[src/rtl/demux_rr_sched.sv]
// demux_rr_sched: round-robin burst scheduler driving a 1-to-4 demux select plus one-hot valids
// Ports: clk/rst (async, active-high); en_mask per-channel enable;
//   in_valid/in_data/in_ready input stream; sel = {a,b} demux select (== ptr);
//   out_data registered word; out_valid one-hot for sel; out_ready per-sink ready;
//   burst_done pulses on the fire that completes a burst.
module demux_rr_sched #(
  parameter int W     = 8,
  parameter int BURST = 4
) (
  input  logic         clk,
  input  logic         rst,
  input  logic [3:0]   en_mask,
  input  logic         in_valid,
  input  logic [W-1:0] in_data,
  output logic         in_ready,
  output logic [1:0]   sel,
  output logic [W-1:0] out_data,
  output logic [3:0]   out_valid,
  input  logic [3:0]   out_ready,
  output logic         burst_done
);
  localparam int CW = BURST > 1 ? $clog2(BURST) : 1;
  localparam logic [CW-1:0] LAST = CW'(BURST - 1);
  typedef enum logic [1:0] {OFF, EMPTY, FULL} state_t;
  state_t state_q, state_d;
  logic [1:0] ptr_q, ptr_d, nxt, low;
  logic [CW-1:0] cnt_q, cnt_d;
  logic [W-1:0] data_q, data_d;
  logic fire, take, last, any_en;
  // nxt: first enabled channel after ptr in rotation, ptr itself if none; low: lowest enabled
  always_comb begin
    nxt = ptr_q;
    for (int k = 3; k >= 1; k--) if (en_mask[ptr_q + 2'(k)]) nxt = ptr_q + 2'(k);
    low = 2'd0;
    for (int k = 3; k >= 0; k--) if (en_mask[k]) low = 2'(k);
  end
  assign any_en     = |en_mask;
  assign fire       = (state_q == FULL) & out_ready[ptr_q];
  assign last       = cnt_q == LAST;
  assign in_ready   = any_en & ((state_q == EMPTY) | fire);
  assign take       = in_valid & in_ready;
  assign burst_done = fire & last;
  assign out_valid  = state_q == FULL ? 4'd1 << ptr_q : 4'd0;
  assign sel        = ptr_q;
  assign out_data   = data_q;
  always_comb begin
    state_d = state_q;
    ptr_d   = ptr_q;
    cnt_d   = cnt_q;
    data_d  = take ? in_data : data_q;
    if (state_q == OFF) begin
      if (any_en) begin
        state_d = EMPTY;
        ptr_d   = low;
        cnt_d   = '0;
      end
    end else if (state_q == EMPTY) begin
      if (!any_en) state_d = OFF;
      else begin
        if (take) state_d = FULL;
        // an idle, disabled channel is skipped only between bursts
        if (!en_mask[ptr_q] && cnt_q == '0) ptr_d = nxt;
      end
    end else if (fire) begin
      cnt_d   = last ? '0 : CW'(cnt_q + 1'b1);
      ptr_d   = last ? nxt : ptr_q;
      state_d = take ? FULL : (any_en ? EMPTY : OFF);
    end
  end
  always_ff @(posedge clk or posedge rst) begin
    if (rst) begin
      state_q <= OFF;
      ptr_q   <= 2'd0;
      cnt_q   <= '0;
      data_q  <= '0;
    end else begin
      state_q <= state_d;
      ptr_q   <= ptr_d;
      cnt_q   <= cnt_d;
      data_q  <= data_d;
    end
  end
endmodule
[config.mk]
export PLATFORM = sky130hd
export DESIGN_NAME = demux_rr_sched
export DESIGN_NICKNAME = d
export VERILOG_FILES = /design/src/rtl/demux_rr_sched.sv
export SDC_FILE = /design/constraint.sdc
export NUM_CORES = 1
export LEC_CHECK = 0
export BUFFER_PORTS_ARGS = -buffer_cell sky130_fd_sc_hd__buf_2
export CAP_MARGIN = 15
export CORE_ASPECT_RATIO = 1.1
export CORE_UTILIZATION = 34
export CTS_CLUSTER_SIZE = 30
export DETAILED_ROUTE_END_ITERATION = 12
export GPL_TIMING_DRIVEN = 0
export PLACE_DENSITY_LB_ADDON = 0.05
export SKIP_LAST_GASP = 1
export SYNTH_ARGS = -nofsm -noshare
export SYNTH_HDL_FRONTEND = slang
export SYNTH_SLANG_ARGS = --single-unit
[constraint.sdc]
create_clock -name clk -period 5.5 [get_ports clk]
set_input_delay 0.55 -clock clk [delete_from_list [all_inputs] [get_ports clk]]
set_output_delay 0.55 -clock clk [all_outputs]
set_load 0.01 [all_outputs]
==> impl_metrics.tcl <==
set metrics [dict create \
    antenna_found_initial 0 \
    report.final.slew_viol_count 0 \
    reg2reg_from "sel[1]" \
    grt_first_pass_wirelength_mm 3.79 \
    path_buf_inv 2 \
    fmax_mhz 388 \
    dpl-instance-area_sq_um 1250 \
    worstSetupPathDepth 6 \
    worstPathMaxFanout 10 \
    drc_errors 0 \
    p_leak_nw 0.622 \
    final_wtd_congestion 0.757 \
    final_cell_mix "sky130_fd_sc_hd__buf_2, sky130_fd_sc_hd__dfrtp_1, sky130_fd_sc_hd__mux2_2" \
    die_width_um 55.3 \
    worstSetupStartpointType "flop" \
    postRouteAntennaNets 0 \
    hold_path_class "in2async" \
    cts_max_path_buffers 2 \
    synthesized_instance_count 108 \
    pwr_density_cell_nw_per_um2 562 \
    ctsRootBufferMaster "sky130_fd_sc_hd__clkbuf_4" \
    finalWirelength_mm 2.26 \
    nFillCells 292 \
    via_count_of_the_first_global_routing_pass 829 \
    clock-skew-final_ns 0.0103 \
    timing.critical_path.arrival_ns 2.03 \
    worst_pin_slew_ns 0.565 \
    placement.io_buffers 30 \
    firstDrtPassIters 4 \
    synth.net_count 133 \
    yosysSeqAreaShare 0.330 \
    crit-reg2reg-capture "sel[1]" \
    hold_violations 0 \
    finished_cell_area_sq_um 1290 \
    finalCriticalPeriod_ns 2.58 \
    antenna_cells 0 \
    netlist_area_sq_um 1060 \
    avgSynthCellArea_sq_um 9.84 \
    cts_post_setup_buffers_inserted 0 \
    design.die.area_sq_um 3350 \
    grt_remaining_overflow 0 \
    mostFrequentLayoutCell "sky130_fd_sc_hd__buf_2" \
    core_area_sq_um 2880 \
    place_hpwl_mm 1.75 \
    cts.repair.resized 0 \
    grt_usage 0.145 \
    class_of_the_most_critical_setup_path "reg2out" \
    setup_repair_after_global_routing_missed_its_margin "no" \
    number_of_core_rows 20 \
    slowest_delay_ns 0.57 \
    numClockSinks 14 \
    ff2ff_setup_slack_ns 3.20 \
    maxSlewHeadroom 0.623 \
    routed_wire_length_per_instance_um 12.9 \
    cp_slowest_cell "sky130_fd_sc_hd__mux4_2" \
    cts.clk_slew.worst_paths_ns 0.09 \
    setup.worst_path.end_class "output pin" \
    die_h_um 60.6 \
    required_ns 4.95 \
    top_level_ports 35 \
    nNetsFinal 168 \
    yosysWarningCount 0 \
    layout-drive-gt1-share 0.394 \
    maximum_number_of_pins_on_one_net_before_global_route_repair 15 \
    drtIter0Drc 17 \
    synth-seq-cells 14 \
    tritoncts "yes" \
    r2r.worst_path.cells 7 \
    cts-htree-levels 1 \
    avgViaCountPerCell 5.00 \
    critical-path-top-delay-family "multiplexers" \
    insertion_delay_ns 0.28 \
    area_delta_synth_final_pct 21.4 \
    crit_chain "buf_6, mux4_2, nor2b_4, mux2i_4, nor2_1, buf_2" \
    synthDistinctLibCells 33 \
    route.vias.total 875 \
    outcome "finished clean" \
    setup_tns_ns 0 \
    final-setup-viol-count 0 \
    final.period_utilization 0.469 \
    worst_ir_drop_vdd_v 0.000270 \
    floorplan.initialDensity 0.369 \
    maxCapViolations 0 \
    cts-buffers-inserted 3 \
    cts_hold_buf 0 \
]
## per-stage QoR
stage	total power [mW]	setup WS, ns	util	hold slack (ns)	instances
after floorplan	0.537	3.37	-	0.439	108
after global placement	0.645	3.22	0.436	0.483	171
after detailed placement	0.655	3.21	0.436	0.490	171
after CTS	0.732	2.91	0.448	0.335	175
after global routing	0.790	2.81	0.448	0.342	175
final	0.725	2.92	0.448	0.307	175
## how the worst max path moves through the flow
stage	start	end	slack, ns
5_1_grt	sel[0]	in_ready	2.81
6_report	sel[0]	in_ready	2.92
2_1_floorplan	sel[1]	sel[1]	3.37
4_1_cts	sel[0]	in_ready	2.91
3_3_place_gp	out_ready[3]	in_ready	3.22
3_5_place_dp	sel[1]	sel[1]	3.21
## metal layers
layer | routed length, um | track usage | vias to the layer above | share of wire
li1 | - | - | 446 | -
met2 | 1130 | 0.256 | 16 | 0.50
met5 | 0 | 0 | - | 0
met4 | 27 | 0.0750 | 0 | 0.012
met3 | 47 | 0.0128 | 2 | 0.021
met1 | 1060 | 0.180 | 411 | 0.47
## cell type report
| cell class | count | area, sq um | share of cell area |
|---|---|---|---|
| well taps | 33 | 41.3 | 0.0320 |
| repair buffers | 30 | 150 | 0.116 |
| multi-input cells | 77 | 634 | 0.492 |
| inverters | 9 | 33.8 | 0.0262 |
| plain buffers | 8 | 43.8 | 0.0339 |
| flip-flops and latches | 14 | 350 | 0.272 |
| clock buffers | 4 | 36.3 | 0.0281 |
## state kept, by name (all words and copies together), names as in the netlist
signal,cells
cnt_q,2
out_data,8
sel,2
state_q,2
## kinds of logic after synthesis
family / Yosys count / synth area share
adder cells (fa/ha/maj): 6 / 0.0707
flip-flops: 14 / 0.330
AO/OA/AOI/OAI: 25 / 0.145
buffers and inverters: 17 / 0.0730
AND/OR/NAND/NOR: 26 / 0.133
multiplexers: 20 / 0.249
## where the power goes
group	total (mW)	switching [mW]	leakage (nW)	internal, mW
clock	0.0741	0.0340	0.0210	0.0402
combinational	0.466	0.239	0.438	0.227
sequential	0.185	0.0296	0.163	0.155
total	0.725	0.303	0.622	0.422
## cell usage after synthesis, drive strengths merged
cell type	n	area (sq um)
ha	6	75.1
o21bai	1	7.51
a21oi	9	48.8
clkbuf	4	15.0
mux2i	6	72.6
o21ai	7	35.0
a221oi	1	8.76
a211oi	2	15.0
dfrtp	14	350
nor4	1	6.26
or3	1	6.26
nor3	1	5.00
nand2b	1	6.26
inv	9	33.8
mux2	11	124
buf	4	28.8
o31ai	1	7.51
nand2	5	18.8
nor2	9	41.3
a31oi	1	6.26
mux4	3	67.6
and3	1	6.26
nor2b	3	26.3
and2	4	25.0
a22oi	1	7.51
a22o	2	17.5
(Power assumes the default switching activity.)
